$ cat src/rtl/pipeline_pkg.sv
// Shared pipeline definitions: datapath widths, fetch state encoding and the
// IF/ID bundle that the decode stage will also consume.
package pipeline_pkg;

   localparam int XLEN = 64;
   localparam int ILEN = 32;

   typedef enum logic {
      BOOT = 1'b0,
      RUN  = 1'b1
   } fetch_state_t;

   typedef struct packed {
      logic [XLEN-1:0] pc;
      logic [ILEN-1:0] instruction;
      logic            valid;
   } if_id_t;

   // Instruction addresses are word aligned; the low two bits are dropped.
   function automatic logic [XLEN-1:0] align_pc(input logic [XLEN-1:0] addr);
      return addr & {{(XLEN-2){1'b1}}, 2'b00};
   endfunction

endpackage

$ cat src/rtl/if_id_reg.sv
// Generic pipeline register with load, hold and clear; clear wins over load.
// Sized for the IF/ID bundle by default, reusable for later stage registers.
module if_id_reg
   import pipeline_pkg::*;
#(
   parameter int WIDTH = $bits(if_id_t)
) (
   input  logic             clk,
   input  logic             reset,
   input  logic             load,
   input  logic             clear,
   input  logic [WIDTH-1:0] d,
   output logic [WIDTH-1:0] q
);

   always_ff @(posedge clk or posedge reset) begin
      if (reset) begin
         q <= '0;
      end else if (clear) begin
         q <= '0;
      end else if (load) begin
         q <= d;
      end
   end

endmodule

$ cat src/rtl/fetch_stage.sv
// Instruction-fetch stage: PC register, BOOT/RUN control and the IF/ID register.
// Optional saturating fetch/bubble counters are built when FETCH_PERF_CNT_EN is defined.
module fetch_stage
   import pipeline_pkg::*;
#(
   parameter logic [XLEN-1:0] RESET_PC = '0,
   parameter logic [XLEN-1:0] PC_STEP  = 64'd4
) (
   input  logic            clk,
   input  logic            reset,
   input  logic            stall,
   input  logic            branch_taken,
   input  logic [XLEN-1:0] branch_target,
   output logic [XLEN-1:0] Inst_Address,
   input  logic [ILEN-1:0] Instruction,
   output logic [XLEN-1:0] ifid_pc,
   output logic [ILEN-1:0] ifid_instruction,
   output logic            ifid_valid
`ifdef FETCH_PERF_CNT_EN
   ,
   output logic [31:0]     fetch_count,
   output logic [31:0]     bubble_count
`endif
);

   fetch_state_t    state;
   fetch_state_t    next_state;
   logic [XLEN-1:0] pc;
   logic [XLEN-1:0] pc_next;
   logic            ifid_load;
   logic            ifid_clear;
   if_id_t          ifid_d;
   if_id_t          ifid_q;

   always_ff @(posedge clk or posedge reset) begin
      if (reset) begin
         state <= BOOT;
      end else begin
         state <= next_state;
      end
   end

   // Redirect beats stall; BOOT ignores both so the first fetch is always RESET_PC.
   always_comb begin
      next_state = state;
      pc_next    = pc;
      ifid_load  = 1'b0;
      ifid_clear = 1'b0;
      case (state)
         BOOT: begin
            next_state = RUN;
         end
         RUN: begin
            if (branch_taken) begin
               pc_next    = align_pc(branch_target);
               ifid_clear = 1'b1;
            end else if (!stall) begin
               pc_next   = pc + PC_STEP;
               ifid_load = 1'b1;
            end
         end
      endcase
   end

   always_ff @(posedge clk or posedge reset) begin
      if (reset) begin
         pc <= RESET_PC;
      end else begin
         pc <= pc_next;
      end
   end

   assign Inst_Address = pc;

   assign ifid_d.pc          = pc;
   assign ifid_d.instruction = Instruction;
   assign ifid_d.valid       = 1'b1;

   if_id_reg #(
      .WIDTH($bits(if_id_t))
   ) u_if_id_reg (
      .clk  (clk),
      .reset(reset),
      .load (ifid_load),
      .clear(ifid_clear),
      .d    (ifid_d),
      .q    (ifid_q)
   );

   assign ifid_pc          = ifid_q.pc;
   assign ifid_instruction = ifid_q.instruction;
   assign ifid_valid       = ifid_q.valid;

`ifdef FETCH_PERF_CNT_EN
   // Both counters stick at all-ones rather than wrapping.
   always_ff @(posedge clk or posedge reset) begin
      if (reset) begin
         fetch_count  <= '0;
         bubble_count <= '0;
      end else begin
         if (ifid_load && (fetch_count != 32'hFFFF_FFFF)) begin
            fetch_count <= fetch_count + 32'd1;
         end
         if ((state == RUN) && (branch_taken || stall) &&
             (bubble_count != 32'hFFFF_FFFF)) begin
            bubble_count <= bubble_count + 32'd1;
         end
      end
   end
`endif

endmodule
$ cat config.mk
export PLATFORM = sky130hd
export DESIGN_NAME = fetch_stage
export DESIGN_NICKNAME = d
export VERILOG_FILES = /design/src/rtl/pipeline_pkg.sv /design/src/rtl/if_id_reg.sv /design/src/rtl/fetch_stage.sv
export SDC_FILE = /design/constraint.sdc
export NUM_CORES = 1
export LEC_CHECK = 0
export ABC_AREA = 0
export BUFFER_PORTS_ARGS = -buffer_cell sky130_fd_sc_hd__buf_2
export CAP_MARGIN = 20
export CORE_MARGIN = 2
export CORE_UTILIZATION = 55
export CTS_CLUSTER_DIAMETER = 60
export CTS_CLUSTER_SIZE = 20
export DETAILED_ROUTE_END_ITERATION = 8
export HOLD_SLACK_MARGIN = 0.1
export PLACE_DENSITY = 0.92
export SETUP_SLACK_MARGIN = 0.1
export SLEW_MARGIN = 20
export SYNTH_ARGS = -nofsm -noshare
export SYNTH_HDL_FRONTEND = slang
export SYNTH_SLANG_ARGS = --single-unit
$ cat constraint.sdc
create_clock -name clk -period 7.87 [get_ports clk]
set_input_delay 1.574 -clock clk [delete_from_list [all_inputs] [get_ports clk]]
set_output_delay 1.574 -clock clk [all_outputs]
set_load 0.01 [all_outputs]
==> run summary, run 1 <==
Flow run
* 0 — number of violations of the max-capacitance limit

Route
* 20.60 µm — routed len/inst
* 7,832 — routed via count
* 7 — number of detailed-routing iterations run before antenna repair
* 987 — number of DRC violations after detailed-routing iteration 0
* 0 — remaining number of nets flagged by the antenna check after routing
* 6.521 — via-per-instance ratio
* 24,740 µm — final wirelength
* 0 — # DRC

Timing
* false — setup repair after global routing missed its margin
* 0.2070 — Max-Slew Margin vs Limit
* 1.179 ns — Slew @ Worst Pin
* 0.2733 GHz — highest clock frequency the design can meet
* 0 — final count of hold timing violations
* 3.659 ns — time the worst path needs with I/O delays and setup
* 0 — setup violation total in the final timing report
* 0 ns — Total Negative Setup Slacks
* 0 — max-slew violation count
* 0.4650 — part of the cycle the worst path needs
* 0.01126 ns — worst clock skew

Synth
* 0 — number of enable flip-flop cells after synthesis
* 64 — count of different cell masters after synthesis
* 0 — warning count from the yosys run
* 1.000 — Post-synth ARST share
* 0.5081 — part of the Yosys area used for sequential elements
* 159 — number of storage elements in the synthesis netlist
* 793 — cell count after synthesis
* 9.874 µm² — Avg Cell Area, Syn
* dfrtp_1 — Main synth FF type
* 7830 µm² — post-synthesis cell area

Worst setup path
* Inst_Address[11] — worst flop-to-flop path startpoint
* simple AND/OR/NAND/NOR gates — Top Family by Delay on Critical Path
* primary input — type of origin of the critical path
* 57 — Worst Path Max Fanout
* nand3_1 — CP max stage cell
* 8.15 ns — endpoint required time on the critical path
* primary input to flop — Worst Setup Path Type
* 3.94 ns — arrival time at the worst endpoint
* 3 — Bufs and invs on worst path
* flop — critical path endpoint category
* 0.80 ns — Slowest Stage Delay on Critical Path
* buf_2, inv_1, buf_4, nand3_1, nor4b_1, a211oi_1 — Cell Chain, Critical Path
* branch_taken — crit path launch

Die
* 13,880 µm² — core area
* 15,210 µm² — floorplan die area
* 43 — number of standard-cell rows in the floorplan
* 123.3 µm — Die H
* 123.3 µm — width of the chip
* 261 — number of top-level pins
* 0.5641 — effective utilization at floorplan

Clocking
* 159 — clk sinks
* 0.43 ns — clock insertion delay at the later pin of the skew report
* 2 — buffer levels on the longest clock path
* 0 — Post CTS Setup Buffer Count
* 0 — number of buffers inserted for hold repair after clock tree synthesis
* 0 — post-cts gate resize count
* clkbuf_16 — root buffer selected by CTS
* done — TritonCTS clock tree
* 0.06 ns — clock slew seen by the registers of the worst setup and hold paths
* 4 — total number of H-tree levels
* 17 — CTS buffer count

Pwr
* 0.1523 mV — worst IR drop on VDD
* 0.467 — share of total power in sequential cells
* 230.4 nW/µm² — power per standard cell area
* 0.3125 — net switching fraction of the power
* 0.6994 mW — Psw
* 4.587 nW — leakage power summed over all cells
* 1.538 mW — internal portion of total power
* 0.349 — power share of the clock group
* 2.238 mW — overall power of the completed layout
* 0.185 — proportion of power drawn by combinational gates

Place
* 256 — number of buffer cells added on primary ports
* 16,640 µm — Final HPWL DP
* 0.8723 — Final GP Congestion

Final layout
* 24.03% — Area growth, synth to finish
* 1,108 — layout net count
* 0.3029 — layout cell share with drive strength beyond 1

Global route
* 7,252 — vias in the first global route
* 99 — pin count of the biggest net entering global routing
* 0 — initial antenna violation count
* 0 — gr ovfl total
* 0.3204 — total global routing track utilization
* 37,610 µm — global-route wire length before repair

Worst hold path
* u_if_id_reg.q[57] — startpoint of the lowest-slack hold path
* flop to flop — hold crit path type

Outcome
* completed — run status

stage by stage:
step	instances	worst slack [ns]	cell area, µm²	utilization	hold slack [ns]
final	1201	4.211	9712	0.6997	0.4768
after global routing	1200	4.142	9709	0.6995	0.5082
after floorplan	794	2.004	7834	-	0.5149
after detailed placement	1168	3.922	9155	0.6595	0.4670
after global placement	1168	3.929	9155	0.6595	0.4586
after CTS	1200	4.347	9709	0.6995	0.4803
synthesized netlist by cell type, types with 4 or more instances:
library cell / n / share of area
a22o_1: 87 / 0.097
nand3_1: 32 / 0.020
o211ai_1: 4 / 0.0038
inv_1: 11 / 0.0053
nor2_1: 41 / 0.020
buf_1: 6 / 0.0029
o2bb2ai_1: 8 / 0.0089
o22ai_1: 4 / 0.0032
o21ai_0: 49 / 0.031
a2bb2oi_1: 4 / 0.0045
a31oi_1: 8 / 0.0064
nand4_1: 29 / 0.023
or4_1: 9 / 0.0086
nor4_1: 26 / 0.021
a211oi_1: 9 / 0.0086
a21oi_1: 41 / 0.026
and3_1: 14 / 0.011
nor2b_1: 6 / 0.0048
a22oi_1: 4 / 0.0038
a311oi_1: 7 / 0.0078
or3_1: 16 / 0.013
nand2_1: 53 / 0.025
clkbuf_1: 59 / 0.028
dfrtp_1: 159 / 0.51
nor3_1: 27 / 0.017
and4_1: 12 / 0.013
mux2i_1: 6 / 0.0077
per-layer routing:
metal | global-route usage | wire length (µm) | up-vias
li1 | - | - | 3483
met1 | 0.4193 | 9713 | 3777
met2 | 0.5058 | 11670 | 487
met3 | 0.08118 | 2576 | 85
met4 | 0.1413 | 777 | 0
met5 | 0 | 0 | -
cell type report:
cell class	count	area (µm²)
fillers	1067	4169
flip-flops and latches	159	3979
multi-input cells	552	3552
repair buffers	265	1349
clock buffers	23	467.9
well taps	180	225.2
clock inverters	9	86.33
inverters	12	50.05
diodes	1	2.502
flip-flops by register name (all words and copies together), names as in the netlist:
signal / cells
u_if_id_reg.q: 96
state: 1
Inst_Address: 62
placed cells by master, fill, tap and decap left out, drive strengths merged, types with 7 or more instances in the layout:
cell type  synthesis  final
buf               12    265
dfrtp            159    159
a22o              87     87
nand2             53     53
o21ai             49     49
nor2              41     41
a21oi             41     41
nand3             32     32
nand4             30     30
nor3              28     28
nor4              27     27
clkbuf            59     23
or3               16     16
and3              14     14
and4              13     13
inv               11     11
or4               10     10
a211oi             9      9
a31oi              8      8
o2bb2ai            8      8
a311oi             7      7
worst register-to-register path, stage by stage, from the launching register on:
cell and delay [ns]:
dfrtp_1 0.49, and4_1 0.32, nand4_1 0.54, nor4_1 1.16, a311oi_1 0.21, nor3_1 0.22
power groups by stage:
stage	combinational, mW	clock (mW)	sequential, mW
after global routing	0.453	0.823	1.06
final	0.413	0.780	1.04
after detailed placement	0.412	0	1.05
after CTS	0.413	0.785	1.04
after floorplan	0.217	0	1.05
after global placement	0.397	0	1.05
final timing paths:
kind,end,slack [ns],depth (start not counted)
setup reg to reg,Inst_Address[52],4.84,5
hold / removal,u_if_id_reg.q[57],0.48,2
hold reg to reg,u_if_id_reg.q[57],0.48,2
min in group asynchronous,u_if_id_reg.q[44],1.32,2
setup / recovery,Inst_Address[56],4.21,6
max in group asynchronous,Inst_Address[44],5.18,3
logic make-up (layout without fill, tap and decap cells):
family                   Yosys count  in the layout  synth area share
AND/OR/NAND/NOR                  285            285            0.2010
AO/OA/AOI/OAI                    254            254            0.2346
flip-flops                       159            159            0.5082
buffers and inverters             83            309           0.04170
multiplexers                       9              9           0.01198
other                              2              4         0.0009591
adder cells (fa/ha/maj)            1              1          0.001598
(Power assumes the default switching activity.)
==> run 2, diff against run 1 <==
ABC_AREA = 1   (was 0)
CORE_UTILIZATION = 52   (was 55)
PLACE_DENSITY = 0.86   (was 0.92)
clock period = 3.5 ns   (was 7.87 ns; I/O delays follow)
==> run 2 against run 1 <==
  * Wire length is 15% higher
  * Critical endpoint is now Inst_Address[36]
  * Synthesized cell count grew 54%
  * Core utilization fell by 4.4 points
  * Combinational power grew to 2.8 times the previous value
  * Clock skew fell by 0.0024 ns
  * Critical path type is now flop to flop
  * Final cell count up 41%
  * Clock power up 140%
==> run summary, run 2 <==
Timing
* false — setup repair after global routing missed its margin
* 0 — final count of hold timing violations
* 0.8173 ns — Slew @ Worst Pin
* 0 — max-slew violation count
* 2.178 ns — time the worst path needs with I/O delays and setup
* 0.4118 ns — Worst Hold Margin
* 0 — setup violation total in the final timing report
* 0 ns — Total Negative Setup Slacks
* 0.4591 GHz — highest clock frequency the design can meet
* 0.4540 — Max-Slew Margin vs Limit
* 0.6224 — part of the cycle the worst path needs
* 0.008858 ns — worst clock skew

Synth
* nand2_1 — cell with the most instances after synthesis
* dfrtp_1 — Main synth FF type
* 1,222 — cell count after synthesis
* 0 — warning count from the yosys run
* 159 — number of storage elements in the synthesis netlist
* 29 — count of different cell masters after synthesis
* dfrtp_1, nand2_1, nor2_1 — cell types with the largest area share after synthesis
* 0.4565 — post-synth top area share
* dfrtp_1 — largest area contributor in the netlist
* 1.000 — Post-synth ARST share
* 8716 µm² — post-synthesis cell area
* nand2_1, nor2_1, dfrtp_1 — list of most frequent post-synthesis cells
* 0 — number of enable flip-flop cells after synthesis
* 0.4565 — part of the Yosys area used for sequential elements
* 7.132 µm² — Avg Cell Area, Syn

Pwr
* 3.541 mW — internal portion of total power
* 5.376 mW — overall power of the completed layout
* 0.3878 mV — worst IR drop on VDD
* 5.758 nW — leakage power summed over all cells
* 0.356 — power share of the clock group
* 0.3414 — net switching fraction of the power
* 1.835 mW — Psw
* 497.6 nW/µm² — power per standard cell area
* 0.213 — proportion of power drawn by combinational gates
* 0.432 — share of total power in sequential cells

Global route
* 8,591 — vias in the first global route
* 0 — initial antenna violation count
* 69 — pin count of the biggest net entering global routing
* 0 — gr ovfl total
* 44,720 µm — global-route wire length before repair
* 0.3195 — total global routing track utilization

Clocking
* 159 — clk sinks
* done — TritonCTS clock tree
* 0 — number of buffers inserted for hold repair after clock tree synthesis
* 2 — buffer levels on the longest clock path
* 0 — post-cts gate resize count
* 0.07 ns — clock slew seen by the registers of the worst setup and hold paths
* clkbuf_16 — root buffer selected by CTS
* 4 — total number of H-tree levels
* 0 — Post CTS Setup Buffer Count
* 0.44 ns — clock insertion delay at the later pin of the skew report
* 17 — CTS buffer count

Route
* 929 — number of DRC violations after detailed-routing iteration 0
* 28,540 µm — final wirelength
* 0 — remaining number of nets flagged by the antenna check after routing
* 9,339 — routed via count
* 5.523 — via-per-instance ratio
* 16.87 µm — routed len/inst
* 7 — number of detailed-routing iterations run before antenna repair
* 0 — # DRC

Place
* 256 — number of buffer cells added on primary ports
* 1,659 — instance count after placement with tap cells included
* 10,200 µm² — area after detailed placement
* 0.9547 — Final GP Congestion
* 21,190 µm — Final HPWL DP

Worst setup path
* Inst_Address[36] — endpoint of the lowest-slack register-to-register path
* Inst_Address[2] — crit path launch
* flop — type of origin of the critical path
* flop to flop — Worst Setup Path Type
* 3.83 ns — endpoint required time on the critical path
* flop — critical path endpoint category
* 10 — depth of the most critical reg-to-reg path
* Inst_Address[2] — worst flop-to-flop path startpoint
* 6 — Worst Path Max Fanout
* 2.51 ns — arrival time at the worst endpoint
* Inst_Address[36] — capturing instance or port of the critical path
* 1.32 ns — Register-to-Register Setup Slack

Final layout
* 0.2264 — layout cell share with drive strength beyond 1
* nand2_1 — most common cell after layout, fill and taps aside
* 0 — diodes inserted
* 10,800 µm² — post-layout instance area
* 1,691 — number of standard cells in the layout, taps in and fillers out
* 23.96% — Area growth, synth to finish
* 96 — max FFs per register
* nand2_1, buf_2, nor2_1 — most frequent cells in the layout
* u_if_id_reg.q — largest register by flop count
* 1,559 — layout net count

Die
* 16,470 µm² — core area
* 133.5 µm — Die H
* 17,810 µm² — floorplan die area
* 47 — number of standard-cell rows in the floorplan
* 261 — number of top-level pins
* 133.5 µm — width of the chip
* 0.5293 — effective utilization at floorplan

Outcome
* completed — run status

Worst hold path
* primary input to asynchronous set/reset pin — hold crit path type

Flow run
* 0 — number of violations of the max-capacitance limit

[run 2: cell count changes after synthesis, moves of 31 or more]
cell      delta
a22o_1      -87
a32o_1      +38
clkbuf_1    -31
inv_1      +128
nand2_1    +319
nand3_1     +32
nor2_1     +132
o21ai_0     +61
[run 2: power by group through the flow]
stage	registers [mW]	logic, mW	clock network, mW
2_1_floorplan	2.38	0.572	0
3_3_place_gp	2.34	1.11	0
3_5_place_dp	2.34	1.13	0
4_1_cts	2.31	1.14	1.93
5_1_grt	2.35	1.27	2.02
6_report	2.32	1.14	1.91
[run 2: kinds of logic after synthesis]
group	Yosys count	synth area share
buffers and inverters	196	0.08886
other	2	0.0008616
flip-flops	159	0.4565
AO/OA/AOI/OAI	216	0.1464
adder cells (fa/ha/maj)	1	0.001435
AND/OR/NAND/NOR	648	0.3059
[run 2: per-layer routing]
layer	vias to the layer above	global-route usage	routed length [µm]
li1	4371	-	-
met2	543	0.5212	13440
met3	94	0.05632	2587
met5	-	0	0
met4	0	0.1395	1118
met1	4331	0.4208	11390
[run 2: worst max-delay path: stages (launching register included)]
cell	delay [ns]
dfrtp_1	0.49
ha_1	0.23
nand2_2	0.11
nor2_1	0.19
nand3_1	0.16
nor2_1	0.47
nand3_1	0.15
nand2_1	0.11
nand2_1	0.05
nand2_1	0.06
nand2_1	0.05
[run 2: worst min path at each step]
stage                         to  slack (ns)  cells after the start         startpoint
2_1_floorplan  u_if_id_reg.q[35]        0.52                      2  u_if_id_reg.q[35]
3_3_place_gp   u_if_id_reg.q[65]        0.46                      2  u_if_id_reg.q[65]
3_5_place_dp   u_if_id_reg.q[46]        0.47                      2  u_if_id_reg.q[46]
4_1_cts         Inst_Address[11]        0.44                      2              reset
5_1_grt         Inst_Address[11]        0.46                      2              reset
6_report        Inst_Address[11]        0.41                      2              reset
[run 2: final cells by class]
type                            instances  area, µm²
Clock buffer                           17      425.4
Clock inverter                         15      176.4
Fill cell                            1431       5662
Inverter                              141      538.0
Multi-Input combinational cell        868       3966
Sequential cell                       159       3979
Tap cell                              220      275.3
Timing Repair Buffer                  271       1444
[run 2: metrics by stage]
step | setup WS [ns] | util
final | 1.322 | 0.6562
after global routing | 1.164 | 0.6562
after CTS | 1.388 | 0.6562
after detailed placement | 0.9850 | 0.6196
after global placement | 1.011 | 0.6196
after floorplan | 0.7851 | -
